## config.mk

```make
export PLATFORM = sky130hd
export DESIGN_NAME = truth_table_sweeper_flat
export DESIGN_NICKNAME = d
export VERILOG_FILES = /design/src/rtl/truth_table_sweeper_pkg.sv /design/src/rtl/truth_table_sweeper_if.sv /design/src/rtl/truth_table_sweeper_timer.sv /design/src/rtl/truth_table_sweeper.sv /design/src/flat_wrapper.sv
export SDC_FILE = /design/constraint.sdc
export NUM_CORES = 1
export LEC_CHECK = 0
export CORE_ASPECT_RATIO = 1.4
export CORE_UTILIZATION = 51
export CTS_BUF_LIST = sky130_fd_sc_hd__clkbuf_8
export CTS_CLUSTER_DIAMETER = 200
export DETAILED_ROUTE_END_ITERATION = 7
export PLACE_DENSITY = 0.78
export SLEW_MARGIN = 20
export SYNTH_ARGS = -nofsm -noshare
export SYNTH_HDL_FRONTEND = slang
export SYNTH_HIERARCHICAL = 1
export SYNTH_SLANG_ARGS = --single-unit
```

## constraint.sdc

```tcl
create_clock -name clk -period 1.8 [get_ports clk]
set_clock_uncertainty 0.2 [all_clocks]
set_input_delay 0.36 -clock clk [delete_from_list [all_inputs] [get_ports clk]]
set_output_delay 0.36 -clock clk [all_outputs]
set_load 0.03 [all_outputs]
```

## src/rtl/truth_table_sweeper_pkg.sv

```systemverilog
// Shared types and constants for the truth-table sweeper.
// Latency: n/a (declarations only).
// Backpressure: n/a.
// Contents: FSM state enum, default gate width / expected code, row-to-bit mapping helper.
package tt_sweep_pkg;

    localparam int          DEF_N_IN     = 3;
    localparam logic [7:0]  DEF_EXPECTED = 8'hF4;

    typedef enum logic [1:0] {
        IDLE   = 2'd0,
        APPLY  = 2'd1,
        SAMPLE = 2'd2,
        DONE   = 2'd3
    } state_t;

    // Row 0 lands in the MSB so the packed table reads like the gate's hex code.
    function automatic int row_bit(input int tw, input int row);
        return tw - 1 - row;
    endfunction

endpackage

```

## src/rtl/truth_table_sweeper_if.sv

```systemverilog
// Handshake/bus bundle between the sweeper and whatever starts it and hosts the gate.
// Latency: n/a (wires only).
// Backpressure: none; start is a level request, done a single-cycle pulse.
// Ports: master = sweeper side (drives stim and results), slave = requester/gate side.
interface truth_table_sweeper_if
    import tt_sweep_pkg::*;
#(
    parameter int N_IN = DEF_N_IN
);
    localparam int TW = 2 ** N_IN;

    logic            start;
    logic            busy;
    logic            done;
    logic [N_IN-1:0] stim;
    logic            dut_out;
    logic [TW-1:0]   table_code;
    logic            match;
    logic [TW-1:0]   mismatch_mask;

    modport master (
        input  start, dut_out,
        output busy, done, stim, table_code, match, mismatch_mask
    );

    modport slave (
        output start, dut_out,
        input  busy, done, stim, table_code, match, mismatch_mask
    );

endinterface

```

## src/rtl/truth_table_sweeper_timer.sv

```systemverilog
// Settle counter: counts clocks a row has been applied, flags the last settle cycle.
// Latency: expire is combinational from the count; count advances one per enabled clock.
// Backpressure: none; clear has priority over enable.
// Ports: clk, reset (async active-high), clear, enable in; expire out.
module tt_settle_timer #(
    parameter int SETTLE_CYCLES = 4
) (
    input  logic clk,
    input  logic reset,
    input  logic clear,
    input  logic enable,
    output logic expire
);
    logic [7:0] cnt;

    always_ff @(posedge clk or posedge reset) begin
        if (reset) begin
            cnt <= 8'd0;
        end else if (clear) begin
            cnt <= 8'd0;
        end else if (enable) begin
            cnt <= cnt + 8'd1;
        end
    end

    assign expire = (cnt == 8'(SETTLE_CYCLES - 1));

endmodule

```

## src/rtl/truth_table_sweeper.sv

```systemverilog
// Sweeps all 2^N_IN input rows of a gate, samples its output per row, packs and compares the code.
// Latency: done in cycle TW*(SETTLE_CYCLES+1)+1 after start is seen (41 for defaults).
// Backpressure: start ignored while busy (not queued); held start gives back-to-back sweeps.
// Ports: clk, reset (async active-high), bus (master modport: start/dut_out in; stim/busy/done/results out).
module truth_table_sweeper
    import tt_sweep_pkg::*;
#(
    parameter int                 N_IN          = DEF_N_IN,
    parameter int                 SETTLE_CYCLES = 4,
    parameter logic [2**N_IN-1:0] EXPECTED      = DEF_EXPECTED
) (
    input logic                   clk,
    input logic                   reset,
    truth_table_sweeper_if.master bus
);
    localparam int              TW       = 2 ** N_IN;
    localparam logic [N_IN-1:0] ROW_LAST = '1;

    if (SETTLE_CYCLES < 1 || SETTLE_CYCLES > 255) begin : g_bad_settle
        $error("truth_table_sweeper: SETTLE_CYCLES must be within 1..255");
    end

    state_t          state;
    state_t          state_nxt;
    logic [N_IN-1:0] row;
    logic [TW-1:0]   shadow;
    logic [TW-1:0]   shadow_nxt;
    logic [TW-1:0]   table_code;
    logic [TW-1:0]   mismatch_mask;
    logic            match;
    logic            expire;
    logic [N_IN-1:0] stim;
    logic            busy;
    logic            done;

    tt_settle_timer #(
        .SETTLE_CYCLES (SETTLE_CYCLES)
    ) u_timer (
        .clk    (clk),
        .reset  (reset),
        .clear  (state != APPLY),
        .enable (state == APPLY),
        .expire (expire)
    );

    // State register
    always_ff @(posedge clk or posedge reset) begin
        if (reset) begin
            state <= IDLE;
        end else begin
            state <= state_nxt;
        end
    end

    // Next-state logic
    always_comb begin
        state_nxt = state;
        case (state)
            IDLE:    if (bus.start) state_nxt = APPLY;
            APPLY:   if (expire)    state_nxt = SAMPLE;
            SAMPLE:  state_nxt = (row == ROW_LAST) ? DONE : APPLY;
            DONE:    state_nxt = IDLE;
            default: state_nxt = IDLE;
        endcase
    end

    // Output decode
    always_comb begin
        stim = '0;
        busy = 1'b0;
        done = 1'b0;
        case (state)
            APPLY, SAMPLE: begin
                stim = row;
                busy = 1'b1;
            end
            DONE: begin
                busy = 1'b1;
                done = 1'b1;
            end
            default: ;
        endcase
    end

    // Shadow with the current row's sample merged in.
    always_comb begin
        shadow_nxt = shadow;
        for (int i = 0; i < TW; i++) begin
            if (i == row_bit(TW, int'(row))) shadow_nxt[i] = bus.dut_out;
        end
    end

    always_ff @(posedge clk or posedge reset) begin
        if (reset) begin
            row <= '0;
        end else if (state == IDLE) begin
            row <= '0;
        end else if (state == SAMPLE && row != ROW_LAST) begin
            row <= row + 1'b1;
        end
    end

    // Results load on the edge that enters DONE, so they are already valid while
    // done is high and include the final row's sample.
    always_ff @(posedge clk or posedge reset) begin
        if (reset) begin
            shadow        <= '0;
            table_code    <= '0;
            match         <= 1'b0;
            mismatch_mask <= '0;
        end else if (state == SAMPLE) begin
            shadow <= shadow_nxt;
            if (row == ROW_LAST) begin
                table_code    <= shadow_nxt;
                match         <= (shadow_nxt == EXPECTED);
                mismatch_mask <= shadow_nxt ^ EXPECTED;
            end
        end
    end

    assign bus.stim          = stim;
    assign bus.busy          = busy;
    assign bus.done          = done;
    assign bus.table_code    = table_code;
    assign bus.match         = match;
    assign bus.mismatch_mask = mismatch_mask;

endmodule

```

## src/flat_wrapper.sv

```systemverilog
// flat-port wrapper written by rule: the top's interface ports become plain ports
module truth_table_sweeper_flat import tt_sweep_pkg::*;
#(
    parameter int                 N_IN          = DEF_N_IN,
    parameter int                 SETTLE_CYCLES = 4,
    parameter logic [2**N_IN-1:0] EXPECTED      = DEF_EXPECTED
)
  (clk, reset, bus_start, bus_dut_out, bus_busy, bus_done, bus_stim, bus_table_code, bus_match, bus_mismatch_mask);
  truth_table_sweeper_if #(.N_IN(N_IN)) bus_i ();
  input logic clk;
  input logic reset;
  input wire logic [$bits(bus_i.start)-1:0] bus_start;
  input wire logic [$bits(bus_i.dut_out)-1:0] bus_dut_out;
  output wire logic [$bits(bus_i.busy)-1:0] bus_busy;
  output wire logic [$bits(bus_i.done)-1:0] bus_done;
  output wire logic [$bits(bus_i.stim)-1:0] bus_stim;
  output wire logic [$bits(bus_i.table_code)-1:0] bus_table_code;
  output wire logic [$bits(bus_i.match)-1:0] bus_match;
  output wire logic [$bits(bus_i.mismatch_mask)-1:0] bus_mismatch_mask;
  assign bus_i.start = bus_start;
  assign bus_i.dut_out = bus_dut_out;
  assign bus_busy = bus_i.busy;
  assign bus_done = bus_i.done;
  assign bus_stim = bus_i.stim;
  assign bus_table_code = bus_i.table_code;
  assign bus_match = bus_i.match;
  assign bus_mismatch_mask = bus_i.mismatch_mask;
  truth_table_sweeper #(.N_IN(N_IN), .SETTLE_CYCLES(SETTLE_CYCLES), .EXPECTED(EXPECTED)) u_core (.clk(clk), .reset(reset), .bus(bus_i));
endmodule
```

==> results.json, run 1 <==
{
  "finalHoldViolations": 0,
  "cts_num_sinks": 35,
  "syn_inst": 187,
  "grt_usage": 0.238,
  "die_w_um": 53.3,
  "hpwl_um": 2780,
  "antenna_found_initial": 0,
  "post_drt_wl_per_cell_um": 16.0,
  "synth_top_flop_cell": "dfrtp_1",
  "violations": "negative setup slack",
  "worst_slew_pin_slew_ns": 0.340,
  "hold_path.class": "input port to asynchronous set/reset pin",
  "critPathCaptureType": "primary output",
  "maxCapViolCount": 0,
  "grt-ovfl-total": 0,
  "netlist_area_sq_um": 1880,
  "switching_share": 0.415,
  "p_int_mw": 2.53,
  "crit_chain": "inv_2 > ha_4 > and2_4 > buf_6",
  "numPortBuffers": 25,
  "power.density_nw_per_um2": 1700,
  "drive_gt1_frac": 0.333,
  "coreArea_sq_um": 3440,
  "htree_levels": 2,
  "netlist_top_cells_count": "dfrtp_1 (35), nand2_1 (29), nor2_1 (13)",
  "arrival_ns": 1.30,
  "crit_buf_inv": 2,
  "min_period_ns": 1.86,
  "nNetsFinal": 252,
  "cts_buffers": 5,
  "rsz0062_at_grt": "true",
  "path_class": "flop to primary output",
  "fin_crit_sh": 1.03,
  "critPathTopFamily": "flip-flops",
  "max_slew_margin": 0.773,
  "synth-seq-cells": 35,
  "tns_ns": -0.228,
  "drc": 0,
  "yosysSeqAreaShare": 0.466,
  "fillers": 264,
  "ant_nets": 0,
  "grt_pass1_wl_um": 6760,
  "synth_area_leaders": "dfrtp_1 (47%), ha_1 (8.0%), nand2_1 (5.8%)",
  "max-vdd-ir-drop_uv": 1220,
  "viasPerCell": 5.54,
  "async_flop_share": 1.00,
  "layout_setup_ws_ns": -0.0610,
  "synth_area_per_cell_sq_um": 10.1,
  "clkLatencyLatePin_ns": 0.29,
  "synth_nets": 203,
  "dpl_cell_area_sq_um": 2230,
  "cts_buffer_depth": 2,
  "start_util": 0.547,
  "pwr-share-clk": 0.172,
  "path_max_fanout": 3,
  "vias": 1535,
  "netSwitchingPower_mw": 1.80,
  "final_cells": 277,
  "clock-root-buffer": "clkbuf_8",
  "row_count": 25,
  "drt_first_iter_violations": 27,
  "n_antenna_cell": 0,
  "yosysWarnings": 6,
  "synth_most_common_cell": "dfrtp_1",
  "status": "complete, but fails checks",
  "synth_top_cell_by_area": "dfrtp_1",
  "pwr-share-comb": 0.530,
  "grt_pass1_vias": 1557,
  "place_congestion": 0.776,
  "cts.clk_slew.worst_paths_ns": 0.07,
  "die_area_sq_um": 3940,
  "synth_top_area_frac": 0.466,
  "fmax_mhz": 537,
  "synth_edf_count": 0,
  "synthDistinctLibCells": 40,
  "critPathSlowestCell": "dfrtp_1",
  "slew_viol_final": 0,
  "first_pass_iters": 4,
  "die_h_um": 73.9,
  "areaGrowthSynthToFinish_pct": 34.9,
  "cellLeakagePower_nw": 1.15,
  "setup_viol": 4,
  "grt_max_degree": 28,
  "crit_required_ns": 1.24,
  "crit_path_max_incr_delay_ns": 0.40,
  "start_kind": "flop",
  "tritoncts": "built",
  "final_area_sq_um": 2540,
  "wirelength_um": 4440,
  "power_frac_seq": 0.297,
  "dp_cells": 261,
  "io_pins": 26,
  "power_mw": 4.32
}
-- flip-flops by register name (all words and copies together), names as in the netlist --
register	count
u_core/bus.table_code	8
u_core/shadow	8
u_core/u_timer/cnt	8
u_core/bus.mismatch_mask	5
u_core/row	3
u_core/state	2
u_core/bus.match	1
-- path summary, 6_finish.rpt --
path                                            endpoint  slack [ns]  cells after the start                     start
worst max-delay path                         bus_stim[0]       -0.06                      4           u_core/state[1]
worst min-delay path               u_core/u_timer/cnt[5]        0.13                      2                     reset
worst max register to register     u_core/u_timer/cnt[7]        0.03                      6           u_core/state[0]
worst min register to register  u_core/bus.table_code[5]        0.27                      2  u_core/bus.table_code[5]
max in group asynchronous                  u_core/row[0]        0.87                      3                     reset
min in group clk                u_core/bus.table_code[5]        0.27                      2  u_core/bus.table_code[5]
-- placed cells by master, fill, tap and decap left out, types with 4 or more instances in the layout --
cell type / instances
a21oi_1: 6
buf_4: 30
buf_6: 4
clkbuf_8: 6
dfrtp_1: 33
dlygate4sd2_1: 17
ha_4: 7
inv_1: 8
inv_2: 4
mux2_2: 8
nand2_1: 29
nand3_1: 6
nor2_1: 13
o21ai_0: 10
-- per-layer routing --
| metal | track usage | vias up | part of all wire |
|---|---|---|---|
| li1 | - | 731 | - |
| met1 | 0.264 | 747 | 0.39 |
| met2 | 0.426 | 45 | 0.54 |
| met3 | 0.0497 | 12 | 0.037 |
| met4 | 0.0994 | 0 | 0.030 |
| met5 | 0 | - | 0 |
-- logic make-up (layout without fill, tap and decap cells) --
kind of cell | count (synthesis) | in the layout | share of synthesized area
XOR/XNOR | 5 | 5 | 0.0233
flip-flops | 35 | 35 | 0.466
adder cells (fa/ha/maj) | 12 | 12 | 0.0798
buffers and inverters | 24 | 74 | 0.0732
AO/OA/AOI/OAI | 34 | 34 | 0.126
multiplexers | 13 | 13 | 0.0745
AND/OR/NAND/NOR | 64 | 64 | 0.158
-- layout make-up --
type | instances | area [sq um] | area share
timing repair buffer | 54 | 449 | 0.177
clock inverter | 2 | 35.0 | 0.0138
multi-input combinational | 128 | 997 | 0.393
inverter | 12 | 45.0 | 0.0178
tap | 40 | 50.0 | 0.0197
sequential | 35 | 878 | 0.346
clock buffer | 6 | 82.6 | 0.0325
-- power groups by stage --
| stage | Combinational (mW) | Sequential, mW | Clock, mW |
|---|---|---|---|
| 5_1_grt | 2.45 | 1.32 | 0.780 |
| 3_3_place_gp | 1.95 | 1.28 | 0 |
| 4_1_cts | 2.11 | 1.27 | 0.751 |
| 3_5_place_dp | 2.00 | 1.29 | 0 |
| 6_report | 2.29 | 1.29 | 0.744 |
| 2_1_floorplan | 1.08 | 1.50 | 0 |
-- metrics by stage --
stage	hold WS, ns	setup slack (ns)	util
after global placement	0.258	-0.0202	0.649
after floorplan	-0.0243	0.0345	-
after CTS	0.142	-0.0268	0.711
after detailed placement	0.262	-0.0516	0.649
after global routing	0.188	-0.0994	0.737
final	0.130	-0.0610	0.737
-- what timing repair did --
item,CTS,global route
hold buffers,0,0
resized for setup,33,21
pin swaps,3,3
endpoints found under the hold margin,0,0
setup endpoints to repair,23,12
buffers inserted,8,0
Note: power is estimated with default switching activity, not from simulation.
==> inputs of run 2 (changes only) <==
--- a/config.mk
+++ b/config.mk
@@ -5,6 +5,7 @@
 export SDC_FILE = /design/constraint.sdc
 export NUM_CORES = 1
 export LEC_CHECK = 0
+export ABC_AREA = 1
 export CORE_ASPECT_RATIO = 1.4
 export CORE_UTILIZATION = 51
 export CTS_BUF_LIST = sky130_fd_sc_hd__clkbuf_8
==> results.json, run 2 <==
{
  "status": "finished clean",
  "viasPerCell": 5.13,
  "layout_commonest_cell": "nand2_1",
  "netlist_top_cells_count": "nand2_1 (75), dfrtp_1 (35), inv_1 (35), nor2_1 (17), nand3_1 (13)",
  "grt_usage": 0.220,
  "top_regs": "u_core/bus.table_code (8), u_core/shadow (8), u_core/u_timer/cnt (8)",
  "hpwl_um": 2790,
  "synth-seq-cells": 35,
  "path_max_fanout": 3,
  "crit_chain": "inv_2 > ha_4 > nand2_1 > inv_1 > buf_6",
  "first_pass_iters": 4,
  "vias": 1647,
  "power.density_nw_per_um2": 1230,
  "max-vdd-ir-drop_uv": 1060,
  "antenna_found_initial": 0,
  "layout_setup_ws_ns": 0.00265,
  "rsz0062_at_grt": "true",
  "cts_buffer_depth": 2,
  "cellLeakagePower_nw": 1.23,
  "synth_top_flop_cell": "dfrtp_1",
  "synth-simple-area-share": 0.278,
  "tritoncts": "built",
  "synth_most_common_cell": "nand2_1",
  "synth_area_per_cell_sq_um": 8.08,
  "power_mw": 3.00,
  "drive_gt1_frac": 0.194,
  "cts_buffers": 5,
  "finalHoldViolations": 0,
  "wirelength_um": 4030,
  "worst_slew_pin_slew_ns": 0.344,
  "ant_nets": 0,
  "synth_area_leaders": "dfrtp_1 (46%), nand2_1 (15%), ha_1 (7.8%)",
  "path_class": "flop to primary output",
  "tns_ns": 0,
  "synth_top_area_frac": 0.455,
  "maxCapViolCount": 0,
  "cts_num_sinks": 35,
  "dpl_cell_area_sq_um": 2210,
  "start_util": 0.528,
  "grt_pass1_vias": 1564,
  "yosysSeqAreaShare": 0.455,
  "critPathCaptureType": "primary output",
  "areaGrowthSynthToFinish_pct": 27.1,
  "synth_top_cell_by_area": "dfrtp_1",
  "final_area_sq_um": 2440,
  "crit_required_ns": 1.24,
  "drt_first_iter_violations": 51,
  "grt_pass1_wl_um": 6290,
  "clock-root-buffer": "clkbuf_8",
  "clkLatencyLatePin_ns": 0.29,
  "yosysWarnings": 6,
  "die_area_sq_um": 4020,
  "setup_viol": 0,
  "cts.hold.buffers_added": 0,
  "worst_hold_slack_ns": 0.160,
  "min_period_ns": 1.80,
  "layout_common_cells": "nand2_1 (72), dfrtp_1 (35), inv_1 (30)",
  "numPortBuffers": 25,
  "synth_xor_area_frac": 0.00455,
  "coreArea_sq_um": 3640,
  "cts.clk_slew.worst_paths_ns": 0.07,
  "io_pins": 26,
  "synth_nets": 254,
  "crit_path_max_incr_delay_ns": 0.38,
  "slew_viol_final": 0,
  "post_drt_wl_per_cell_um": 12.5,
  "synth_edf_count": 0,
  "crit_start": "u_core/state[0]",
  "arrival_ns": 1.24,
  "dp_worst_setup_slack_ns": 0.0796,
  "htree_levels": 2,
  "critPathSlowestCell": "dfrtp_1",
  "critPathTopFamily": "flip-flops",
  "grt-ovfl-total": 0,
  "synth_top_family_by_area": "simple AND/OR/NAND/NOR gates",
  "hold_path.class": "input port to asynchronous set/reset pin",
  "die_w_um": 53.9,
  "drc": 0,
  "netlist_area_sq_um": 1920,
  "fmax_mhz": 556,
  "fillers": 301,
  "fin_crit_sh": 0.999,
  "syn_inst": 238,
  "r2r_start": "u_core/state[0]",
  "synthAdderAreaFrac": 0.0781,
  "place_congestion": 0.829,
  "multi_input_area_sq_um": 900,
  "regArea_sq_um": 876,
  "start_kind": "flop",
  "max_slew_margin": 0.771,
  "row_count": 26,
  "die_h_um": 74.7,
  "synthDistinctLibCells": 27,
  "nNetsFinal": 294,
  "async_flop_share": 1.00,
  "n_antenna_cell": 0,
  "synthMuxAreaShare": 0,
  "crit_buf_inv": 3,
  "grt_max_degree": 28,
  "synth_compound_area_frac": 0.0781
}
[run 2: cell count changes after synthesis, sizes merged, moves of 7 or more]
cell / change
nand3: +8
a21oi: -7
inv: +26
mux2: -8
nor2: +8
nand2: +48
[run 2: layer usage]
metal  global-route usage  vias up  routed length, um
met1                0.220      784               1620
met4               0.0877        0                 85
met2                0.417       30               2170
li1                     -      823                  -
met5                    0        -                  0
met3               0.0545       10                146
[run 2: final timing paths]
kind | end | slack (ns) | depth (start not counted)
worst max-delay path | bus_stim[0] | 0.003 | 5
worst min-delay path | u_core/u_timer/cnt[4] | 0.16 | 2
worst max register to register | u_core/u_timer/cnt[2] | 0.07 | 7
worst min register to register | u_core/bus.mismatch_mask[2] | 0.28 | 2
max in group asynchronous | u_core/row[0] | 0.87 | 3
min in group clk | u_core/bus.mismatch_mask[2] | 0.28 | 2
[run 2: layout make-up]
cell class / count / share of cell area
timing repair buffer: 39 / 0.141
clock buffer: 6 / 0.0338
inverter: 39 / 0.0630
multi-input combinational: 158 / 0.368
tap: 42 / 0.0215
sequential: 35 / 0.358
clock inverter: 2 / 0.0143
[run 2: kinds of logic after synthesis]
logic type,Yosys count
xor+xnor,1
fa+ha+maj,12
compound gates,26
buf+inv,45
simple gates,119
flops,35
[run 2: through the flow]
stage                     utilization  cells
after floorplan                     -    238
after global placement          0.606    305
after detailed placement        0.606    305
after CTS                       0.653    318
after global routing            0.671    321
final                           0.671    321
[run 2: repair_timing]
item                       in CTS  in global routing
pin swaps                       1                  4
buffers inserted                5                  3
setup endpoints to repair      20                 17
resized for setup              25                 14
[run 2: power breakdown]
part	switching [mW]	internal (mW)	leakage [nW]
clock	0.277	0.448	0.0612
combinational	0.773	0.515	0.754
sequential	0.0880	0.904	0.416
total	1.14	1.87	1.23
==> inputs of run 3 (changes only) <==
--- a/config.mk
+++ b/config.mk
@@ -11,6 +11,7 @@
 export CTS_BUF_LIST = sky130_fd_sc_hd__clkbuf_8
 export CTS_CLUSTER_DIAMETER = 200
 export DETAILED_ROUTE_END_ITERATION = 7
+export MAX_ROUTING_LAYER = met4
 export PLACE_DENSITY = 0.78
 export SLEW_MARGIN = 20
 export SYNTH_ARGS = -nofsm -noshare
==> results.json, run 3 (synthesis results as in run 2) <==
{
  "crit_required_ns": 1.24,
  "areaGrowthSynthToFinish_pct": 27.1,
  "grt_pass1_vias": 1564,
  "die_area_sq_um": 4020,
  "htree_levels": 2,
  "r2r-end": "u_core/u_timer/cnt[2]",
  "start_util": 0.528,
  "hold_path.class": "input port to asynchronous set/reset pin",
  "fmax_mhz": 556,
  "grt_max_degree": 28,
  "viasPerCell": 5.13,
  "path_max_fanout": 3,
  "final_area_sq_um": 2440,
  "worst_hold_slack_ns": 0.160,
  "critPathCaptureType": "primary output",
  "r2r_slack_ns": 0.07,
  "start_kind": "flop",
  "layout_commonest_cell": "nand2_1",
  "maxCapViolCount": 0,
  "dpl_cell_area_sq_um": 2210,
  "dp_cells": 305,
  "cts.clk_slew.worst_paths_ns": 0.07,
  "nNetsFinal": 294,
  "worst_slew_pin_slew_ns": 0.344,
  "r2r_start": "u_core/state[0]",
  "tritoncts": "built",
  "finalHoldViolations": 0,
  "drc": 0,
  "io_pins": 26,
  "clkLatencyLatePin_ns": 0.29,
  "max_slew_margin": 0.771,
  "die_h_um": 74.7,
  "hpwl_um": 2790,
  "final_cells": 321,
  "grt_usage": 0.227,
  "cts_buffer_depth": 2,
  "n_antenna_cell": 0,
  "cts_num_sinks": 35,
  "reg2regPathDepth": 7,
  "dp_worst_setup_slack_ns": 0.0796,
  "max-vdd-ir-drop_uv": 1060,
  "cts_buffers": 5,
  "numPortBuffers": 25,
  "power.density_nw_per_um2": 1230,
  "antenna_found_initial": 0,
  "row_count": 26,
  "status": "finished clean",
  "layout_common_cells": "nand2_1 (72), dfrtp_1 (35), inv_1 (30)",
  "vias": 1648,
  "wirelength_um": 4030,
  "fin_crit_sh": 0.999,
  "min_period_ns": 1.80,
  "coreArea_sq_um": 3640,
  "drt_first_iter_violations": 48,
  "cts.hold.buffers_added": 0,
  "slew_viol_final": 0,
  "final_util": 0.671,
  "first_pass_iters": 4,
  "place_congestion": 0.841,
  "cellLeakagePower_nw": 1.23,
  "post_drt_wl_per_cell_um": 12.5,
  "power_mw": 3.00,
  "grt_pass1_wl_um": 6290,
  "rsz0062_at_grt": "true",
  "grt-ovfl-total": 0,
  "arrival_ns": 1.24,
  "drive_gt1_frac": 0.194,
  "path_class": "flop to primary output",
  "layout_setup_ws_ns": 0.00265,
  "ant_nets": 0,
  "setup_viol": 0,
  "top_regs": "u_core/bus.table_code (8), u_core/shadow (8), u_core/u_timer/cnt (8)",
  "clock-root-buffer": "clkbuf_8",
  "die_w_um": 53.9,
  "tns_ns": 0
}
## run 3: cell counts in the layout (fill, tap and decap cells not counted)
No cell type changed its count.
## run 3: final cells by class
cell class / instances / area [sq um]
Clock buffer: 6 / 82.6
Timing Repair Buffer: 39 / 344
Clock inverter: 2 / 35.0
Tap cell: 42 / 52.6
Fill cell: 301 / 1200
Multi-Input combinational cell: 158 / 900
Inverter: 39 / 154
Sequential cell: 35 / 876
## run 3: timing repair
item,in CTS,in global routing
buffers inserted,5,3
pin swaps,1,4
gates resized for setup,25,14
endpoints found under the setup margin,20,17
gates cloned,0,0
## run 3: worst max-delay path by stage
| stage | startpoint | end | slack [ns] | cells past startpoint |
|---|---|---|---|---|
| 6_report | u_core/state[0] | bus_stim[0] | 0.003 | 5 |
| 5_1_grt | u_core/state[0] | bus_stim[0] | -0.05 | 5 |
| 4_1_cts | u_core/state[0] | bus_stim[2] | 0.0009 | 5 |
| 3_5_place_dp | u_core/row[1] | u_core/bus.match | 0.08 | 9 |
| 3_3_place_gp | bus_dut_out | u_core/bus.match | 0.11 | 8 |
| 2_1_floorplan | u_core/state[1] | u_core/u_timer/cnt[3] | 0.11 | 7 |
## run 3: worst max-delay path, cell delays in order, from the launching register on
cell	delay [ns]
dfrtp_1	0.38
inv_2	0.07
ha_4	0.27
nand2_1	0.05
inv_1	0.06
buf_6	0.12
## run 3: layer usage
layer | global-route usage | share of wire | vias to the layer above | routed length [um]
met5 | - | 0 | - | 0
met2 | 0.417 | 0.54 | 30 | 2170
met3 | 0.0545 | 0.036 | 10 | 146
met4 | 0.0877 | 0.021 | 0 | 85
li1 | - | - | 823 | -
met1 | 0.220 | 0.40 | 785 | 1620
## run 3: power breakdown
part | switching (mW) | internal [mW]
clock | 0.277 | 0.448
sequential | 0.0880 | 0.904
combinational | 0.773 | 0.515
